**config.mk**
```make
export PLATFORM = sky130hd
export DESIGN_NAME = mips_load_store_unit_flat
export DESIGN_NICKNAME = d
export VERILOG_FILES = /design/src/rtl/mips_ls_pkg.sv /design/src/rtl/mips_load_store_unit_if.sv /design/src/rtl/ls_lane_align.sv /design/src/rtl/mips_load_store_unit.sv /design/src/flat_wrapper.sv
export SDC_FILE = /design/constraint.sdc
export NUM_CORES = 1
export LEC_CHECK = 0
export ABC_CLOCK_PERIOD_IN_PS = 3680
export CAP_MARGIN = 20
export CORE_MARGIN = 1.5
export CORE_UTILIZATION = 49
export DETAILED_ROUTE_END_ITERATION = 8
export GPL_ROUTABILITY_DRIVEN = 0
export GPL_TIMING_DRIVEN = 0
export PLACE_DENSITY = 0.92
export SYNTH_ARGS = -nofsm -noshare
export SYNTH_HDL_FRONTEND = slang
export SYNTH_SLANG_ARGS = --single-unit
export TNS_END_PERCENT = 5
```
**constraint.sdc**
```tcl
create_clock -name clk -period 3.68 [get_ports clk]
set_input_delay 1.104 -clock clk [delete_from_list [all_inputs] [get_ports clk]]
set_output_delay 1.104 -clock clk [all_outputs]
set_load 0.03 [all_outputs]
```
**src/rtl/mips_ls_pkg.sv**
```systemverilog
// Shared types for the MIPS load/store unit.
// Size encodings, FSM states and the data-memory address width.
package mips_ls_pkg;

    localparam int DM_AW = 7;

    typedef enum logic [1:0] {
        SZ_BYTE = 2'b00,
        SZ_HALF = 2'b01,
        SZ_WORD = 2'b10,
        SZ_RSVD = 2'b11
    } ls_size_e;

    typedef enum logic [2:0] {
        IDLE,
        LOAD,
        STORE_W,
        RMW_RD,
        RMW_WR,
        DONE
    } ls_state_e;

endpackage

```
**src/rtl/mips_load_store_unit_if.sv**
```systemverilog
// Datapath-side request bundle and data-memory bus of the load/store unit.
// master = core plus memory, slave = the load/store unit.
interface mips_load_store_unit_if;
    import mips_ls_pkg::*;

    logic             ls_req;
    logic             ls_we;
    logic [1:0]       ls_size;
    logic             ls_unsigned;
    logic [31:0]      ls_addr;
    logic [31:0]      ls_wdata;
    logic [31:0]      ls_rdata;
    logic             ls_busy;
    logic             ls_done;
    logic             ls_err;
    logic             MemRead;
    logic             MemWrite;
    logic [DM_AW-1:0] DM_addr;
    logic [31:0]      DM_Write_data;
    logic [31:0]      DM_Read_data;

    modport master (
        output ls_req, ls_we, ls_size, ls_unsigned,
        output ls_addr, ls_wdata, DM_Read_data,
        input  ls_rdata, ls_busy, ls_done, ls_err,
        input  MemRead, MemWrite, DM_addr, DM_Write_data
    );

    modport slave (
        input  ls_req, ls_we, ls_size, ls_unsigned,
        input  ls_addr, ls_wdata, DM_Read_data,
        output ls_rdata, ls_busy, ls_done, ls_err,
        output MemRead, MemWrite, DM_addr, DM_Write_data
    );

endinterface

```
**src/rtl/ls_lane_align.sv**
```systemverilog
// Little-endian lane extraction with sign/zero extension for loads,
// and lane merge of store data into an existing word for sub-word stores.
module ls_lane_align
    import mips_ls_pkg::*;
(
    input  logic [31:0] word,
    input  logic [31:0] old_word,
    input  logic [31:0] wdata,
    input  logic [1:0]  offset,
    input  ls_size_e    size,
    input  logic        uns,
    output logic [31:0] load_data,
    output logic [31:0] store_data
);

    logic [7:0]  lane_b;
    logic [15:0] lane_h;
    logic [4:0]  bit_ofs;

    assign bit_ofs = {offset, 3'b000};
    assign lane_b  = word[bit_ofs +: 8];
    assign lane_h  = offset[1] ? word[31:16] : word[15:0];

    always_comb begin
        load_data = word;
        unique case (size)
            SZ_BYTE: load_data = {{24{~uns & lane_b[7]}}, lane_b};
            SZ_HALF: load_data = {{16{~uns & lane_h[15]}}, lane_h};
            default: load_data = word;
        endcase
    end

    always_comb begin
        store_data = wdata;
        unique case (size)
            SZ_BYTE: begin
                store_data = old_word;
                store_data[bit_ofs +: 8] = wdata[7:0];
            end
            SZ_HALF: store_data = offset[1]
                ? {wdata[15:0], old_word[15:0]}
                : {old_word[31:16], wdata[15:0]};
            default: store_data = wdata;
        endcase
    end

endmodule

```
**src/rtl/mips_load_store_unit.sv**
```systemverilog
// Sequential load/store unit: byte-addressed requests to word memory cycles,
// with read-modify-write for sub-word stores and error flagging at accept.
module mips_load_store_unit
    import mips_ls_pkg::*;
(
    input logic                   clk,
    input logic                   rst,
    mips_load_store_unit_if.slave bus
);

    ls_state_e   state_q, state_d;
    logic [8:0]  addr_q;
    ls_size_e    size_q;
    logic        uns_q;
    logic        err_q;
    logic [31:0] wdata_q;
    logic [31:0] merge_q;
    logic [31:0] rdata_q;
    logic [31:0] load_data;
    logic [31:0] store_data;
    logic        accept;
    logic        acc_err;

    assign accept = (state_q == IDLE) && bus.ls_req;

    // Anything outside the 512-byte window or not naturally aligned.
    assign acc_err = (bus.ls_addr[31:9] != '0)
                  || (bus.ls_size == SZ_RSVD)
                  || (bus.ls_size == SZ_HALF && bus.ls_addr[0])
                  || (bus.ls_size == SZ_WORD && bus.ls_addr[1:0] != 2'b00);

    always_ff @(posedge clk or negedge rst) begin
        if (!rst) state_q <= IDLE;
        else      state_q <= state_d;
    end

    always_comb begin
        state_d = state_q;
        unique case (state_q)
            IDLE: begin
                if (bus.ls_req) begin
                    if (acc_err)                     state_d = DONE;
                    else if (!bus.ls_we)             state_d = LOAD;
                    else if (bus.ls_size == SZ_WORD) state_d = STORE_W;
                    else                             state_d = RMW_RD;
                end
            end
            LOAD:    state_d = DONE;
            STORE_W: state_d = DONE;
            RMW_RD:  state_d = RMW_WR;
            RMW_WR:  state_d = DONE;
            DONE:    state_d = IDLE;
            default: state_d = IDLE;
        endcase
    end

    always_ff @(posedge clk or negedge rst) begin
        if (!rst) begin
            addr_q  <= '0;
            size_q  <= SZ_BYTE;
            uns_q   <= 1'b0;
            err_q   <= 1'b0;
            wdata_q <= '0;
            merge_q <= '0;
            rdata_q <= '0;
        end else begin
            if (accept) begin
                addr_q  <= bus.ls_addr[8:0];
                size_q  <= ls_size_e'(bus.ls_size);
                uns_q   <= bus.ls_unsigned;
                err_q   <= acc_err;
                wdata_q <= bus.ls_wdata;
            end
            if (state_q == LOAD)   rdata_q <= load_data;
            if (state_q == RMW_RD) merge_q <= bus.DM_Read_data;
        end
    end

    ls_lane_align u_align (
        .word       (bus.DM_Read_data),
        .old_word   (merge_q),
        .wdata      (wdata_q),
        .offset     (addr_q[1:0]),
        .size       (size_q),
        .uns        (uns_q),
        .load_data  (load_data),
        .store_data (store_data)
    );

    assign bus.ls_rdata = rdata_q;
    assign bus.ls_busy  = (state_q != IDLE);
    assign bus.ls_done  = (state_q == DONE);
    assign bus.ls_err   = (state_q == DONE) && err_q;
    assign bus.MemRead  = (state_q == LOAD) || (state_q == RMW_RD);
    assign bus.MemWrite = (state_q == STORE_W) || (state_q == RMW_WR);
    assign bus.DM_addr  = addr_q[8:2];

    always_comb begin
        bus.DM_Write_data = '0;
        if (state_q == STORE_W)     bus.DM_Write_data = wdata_q;
        else if (state_q == RMW_WR) bus.DM_Write_data = store_data;
    end

endmodule

```
**src/flat_wrapper.sv**
```systemverilog
// flat-port wrapper written by rule: the top's interface ports become plain ports
module mips_load_store_unit_flat import mips_ls_pkg::*;
  (clk, rst, bus_ls_req, bus_ls_we, bus_ls_size, bus_ls_unsigned, bus_ls_addr, bus_ls_wdata, bus_DM_Read_data, bus_ls_rdata, bus_ls_busy, bus_ls_done, bus_ls_err, bus_MemRead, bus_MemWrite, bus_DM_addr, bus_DM_Write_data);
  mips_load_store_unit_if bus_i ();
  input logic clk;
  input logic rst;
  input wire logic [$bits(bus_i.ls_req)-1:0] bus_ls_req;
  input wire logic [$bits(bus_i.ls_we)-1:0] bus_ls_we;
  input wire logic [$bits(bus_i.ls_size)-1:0] bus_ls_size;
  input wire logic [$bits(bus_i.ls_unsigned)-1:0] bus_ls_unsigned;
  input wire logic [$bits(bus_i.ls_addr)-1:0] bus_ls_addr;
  input wire logic [$bits(bus_i.ls_wdata)-1:0] bus_ls_wdata;
  input wire logic [$bits(bus_i.DM_Read_data)-1:0] bus_DM_Read_data;
  output wire logic [$bits(bus_i.ls_rdata)-1:0] bus_ls_rdata;
  output wire logic [$bits(bus_i.ls_busy)-1:0] bus_ls_busy;
  output wire logic [$bits(bus_i.ls_done)-1:0] bus_ls_done;
  output wire logic [$bits(bus_i.ls_err)-1:0] bus_ls_err;
  output wire logic [$bits(bus_i.MemRead)-1:0] bus_MemRead;
  output wire logic [$bits(bus_i.MemWrite)-1:0] bus_MemWrite;
  output wire logic [$bits(bus_i.DM_addr)-1:0] bus_DM_addr;
  output wire logic [$bits(bus_i.DM_Write_data)-1:0] bus_DM_Write_data;
  assign bus_i.ls_req = bus_ls_req;
  assign bus_i.ls_we = bus_ls_we;
  assign bus_i.ls_size = bus_ls_size;
  assign bus_i.ls_unsigned = bus_ls_unsigned;
  assign bus_i.ls_addr = bus_ls_addr;
  assign bus_i.ls_wdata = bus_ls_wdata;
  assign bus_i.DM_Read_data = bus_DM_Read_data;
  assign bus_ls_rdata = bus_i.ls_rdata;
  assign bus_ls_busy = bus_i.ls_busy;
  assign bus_ls_done = bus_i.ls_done;
  assign bus_ls_err = bus_i.ls_err;
  assign bus_MemRead = bus_i.MemRead;
  assign bus_MemWrite = bus_i.MemWrite;
  assign bus_DM_addr = bus_i.DM_addr;
  assign bus_DM_Write_data = bus_i.DM_Write_data;
  mips_load_store_unit u_core (.clk(clk), .rst(rst), .bus(bus_i));
endmodule
```
==> results.tsv <==
stage	metric	value	unit
run_status	status	complete, but fails checks	
run_status	violations	negative setup slack	
logic_synthesis	synth.distinct_cells	56	
worst_setup_path	worstPathCellList	buf_2 > nor3b_2 > nand2_1 > clkbuf_1 > o21ai_0 > buf_2	
final_layout	antenna_cells	0	
pwr	switchingPower	3.42	mW
global_routing	grt_pass1_vias	5802	
clock_network	htree_levels	3	
sta	period_needed	3.72	ns
route	ant_nets	0	
worst_setup_path	rrSetupSlack	1.47	ns
sta	tns	-0.0388	ns
logic_synthesis	synth_ff_type	dfrtp_1	
clock_network	cts_buffers	9	
final_layout	fillers	952	
logic_synthesis	synth-edff-count	0	
sta	period_share	101	%
global_routing	grt_max_degree	59	
route	drc	0	
sta	worstMarginPinSlew	0.796	ns
floorplan	dieArea	13600	um^2
logic_synthesis	synth_area_per_cell	10.2	um^2
sta	timing.final.ws_setup	-0.0388	ns
clock_network	cts.clk_slew.worst_paths	0.07	ns
pwr	pwr-share-clk	13.5	%
worst_setup_path	path_buf_inv	3	
global_routing	grt-ovfl-total	0	
worst_setup_path	crit_top_cell	buf_2	
sta	slew_viol_final	0	
route	wl_per_cell	20.9	um
final_layout	final_layout_size_suffix_gt1_share	23.7	%
final_layout	final_cell_area	8650	um^2
floorplan	die_w	117	um
sta	final_hold_viol_count	0	
route	routed.top_layer	met4	
pwr	power_frac_comb	58.3	%
route	wl_met3	2.16	mm
clock_network	hold_buffers	0	
clock_network	root_buffer	clkbuf_16	
worst_setup_path	crit_family	simple AND/OR/NAND/NOR gates	
route	num_vias	6170	
clock_network	cts.sinks	112	
worst_setup_path	crit_fanout	10	
route	wl	20.6	mm
floorplan	chipHeight	117	um
pwr	p_sw_share	45.8	%
logic_synthesis	ys_ff_latch	112	
route	drt_pass1_iterations	5	
floorplan	start_util	50.0	%
clock_network	clkLatencyLatePin	0.35	ns
clock_network	cts_tree	done	
floorplan	core_area	12600	um^2
placement	dp.final_hpwl	15.0	mm
global_routing	grt_usage	29.9	%
sta	fin_skew	0.00631	ns
pwr	leakagePower	3.59	nW
logic_synthesis	netlist_area	6310	um^2
logic_synthesis	syn_inst	617	
worst_setup_path	worstSetupEndpointType	output pin	
final_layout	post-route-util	68.6	%
route	drtIter0Drc	794	
route	met1_length	7.89	mm
worst_setup_path	required	2.58	ns
route	routed_via_density	6.24	
pwr	power_density	862	nW/um^2
global_routing	grt_pass1_wl	30.6	mm
pwr	vdd_drop_max	0.000537	V
placement	post-place-ws	-0.603	ns
placement	post_dp_cell_area	8330	um^2
worst_setup_path	slowest_delay	0.43	ns
logic_synthesis	ys_seq_area_share	44.4	%
sta	timing.hold.ws	0.481	ns
worst_setup_path	cp.arrival	2.61	ns
floorplan	rows	41	
pwr	seq_power_share	28.2	%
worst_setup_path	crit_type	reg2out	
job	cap_violations	0	
final_layout	area_growth	37.1	%
sta	maxSlewHeadroom	46.6	%
sta	setup_viol	1	
floorplan	ios	179	
final_layout	layout.nets	919	
clock_network	clockBufferDepth	2	
logic_synthesis	synthArstFlopShare	100	%
logic_synthesis	syn_nets	725	
global_routing	grt_antenna_before_repair	0	
worst_setup_path	critPathSlowestCell	nor3b_2	
pwr	p_int	4.04	mW
worst_setup_path	startpoint_type	register	
logic_synthesis	ys.warnings.count	0	
sta	clock.fmax	269	MHz
placement	numPortBuffers	178	
route	met2WireLength	9.72	mm
min_path	hp-class	reg2reg	
## cell usage in the layout, fill, tap and decap left out, drive strengths merged, types with 5 or more instances in the layout
cell / count
mux2i: 22
nand2b: 7
clkdlybuf4s50: 145
a2bb2oi: 8
inv: 9
dfrtp: 112
nand3: 32
mux2: 80
or3: 9
and2: 6
nor4: 5
nor2b: 28
o221ai: 8
buf: 73
ha: 5
a21oi: 32
a31oi: 17
nor3: 11
clkbuf: 27
nand2: 51
o21ai: 38
nor2: 27
a221o: 13
a311oi: 5
## cells in the mapped netlist, drive strengths merged, types with 2 or more instances
| cell | instances | area (um^2) |
|---|---|---|
| a31oi | 17 | 106 |
| a221o | 13 | 130 |
| nand2 | 51 | 191 |
| a21oi | 32 | 160 |
| o21ai | 38 | 190 |
| clkbuf | 18 | 67.6 |
| ha | 5 | 62.6 |
| o221ai | 8 | 70.1 |
| nand3 | 32 | 160 |
| a32oi | 2 | 17.5 |
| mux2i | 22 | 220 |
| or3b | 2 | 17.5 |
| dfrtp | 112 | 2800 |
| nor3 | 11 | 71.3 |
| buf | 34 | 216 |
| inv | 9 | 33.8 |
| nor4 | 5 | 31.3 |
| or2 | 2 | 12.5 |
| nor3b | 4 | 35.0 |
| a211o | 2 | 17.5 |
| a22oi | 3 | 22.5 |
| a311oi | 5 | 43.8 |
| and2 | 6 | 37.5 |
| a2bb2oi | 8 | 70.1 |
| and3 | 2 | 12.5 |
| o211ai | 4 | 30.0 |
| o2111ai | 2 | 17.5 |
| or3 | 9 | 56.3 |
| nor2 | 27 | 120 |
| mux2 | 80 | 901 |
| nand2b | 7 | 43.8 |
| nor2b | 28 | 175 |
| a22o | 3 | 26.3 |
| nor4bb | 2 | 20.0 |
## power by group through the flow
stage,registers [mW],logic (mW),clock network (mW)
2_1_floorplan,2.27,2.42,0
3_3_place_gp,2.08,4.11,0
3_5_place_dp,2.10,4.19,0
4_1_cts,2.08,4.16,1.01
5_1_grt,2.13,4.60,1.06
6_report,2.10,4.34,1.01
## flip-flops by register name, indices dropped and copies added, names as in the netlist
| signal | flops |
|---|---|
| u_core.merge_q | 32 |
| u_core.addr_q | 9 |
| u_core.state_q | 3 |
| u_core.wdata_q | 32 |
| u_core.bus.ls_rdata | 32 |
| u_core.size_q | 2 |
| u_core.err_q | 1 |
| u_core.uns_q | 1 |
## timing repair
action,CTS,global route
resized for setup,219,17
buffers inserted,1,5
pin swaps,3,3
endpoints found under the setup margin,32,32
## layer usage
layer  GRT usage, %  vias to the layer above
met1           40.1                     2967
li1               -                     2644
met2           49.1                      463
met4           11.6                        0
met3           4.77                       96
met5              0                        -
## worst paths after layout
check	depth (start not counted)	start	endpoint
setup / recovery	6	u_core.state_q[1]	bus_DM_Write_data[23]
hold / removal	2	u_core.bus.ls_rdata[3]	u_core.bus.ls_rdata[3]
setup reg to reg	5	u_core.state_q[2]	u_core.bus.ls_rdata[14]
hold reg to reg	2	u_core.bus.ls_rdata[3]	u_core.bus.ls_rdata[3]
max in group asynchronous	2	rst	u_core.wdata_q[27]
min in group asynchronous	1	rst	u_core.merge_q[5]
## metrics by stage
step	instances	total power [mW]
3_5_place_dp	968	6.29
2_1_floorplan	617	4.68
3_3_place_gp	967	6.18
5_1_grt	988	7.79
6_report	988	7.46
4_1_cts	984	7.25
## cells by family (layout without fill, tap and decap cells)
logic type | after synthesis | after routing | synth area share, %
muxes | 103 | 103 | 18.1
DFF | 112 | 112 | 44.4
AOI/OAI and AO/OA | 141 | 141 | 14.9
buffers and inverters | 61 | 260 | 5.03
xor gates and xnor gates | 1 | 1 | 0.139
and+or+nand+nor | 194 | 194 | 16.5
adders and majority gates | 5 | 5 | 0.991
## tightest hold or removal path, stage by stage (launching register included)
cell	delay, ns
dfrtp_1	0.34
nand2_1	0.04
o21ai_0	0.06
## layout make-up
type	count	area, um^2	area share (%)
Multi-Input combinational cell	444	3250	37.6
Sequential cell	112	2800	32.4
Timing Repair Buffer	185	1740	20.1
Buffer	50	295	3.41
Clock buffer	10	239	2.76
Tap cell	172	215	2.49
Clock inverter	6	67.6	0.781
Inverter	9	37.5	0.434
Power figures use the tool's default switching activity.
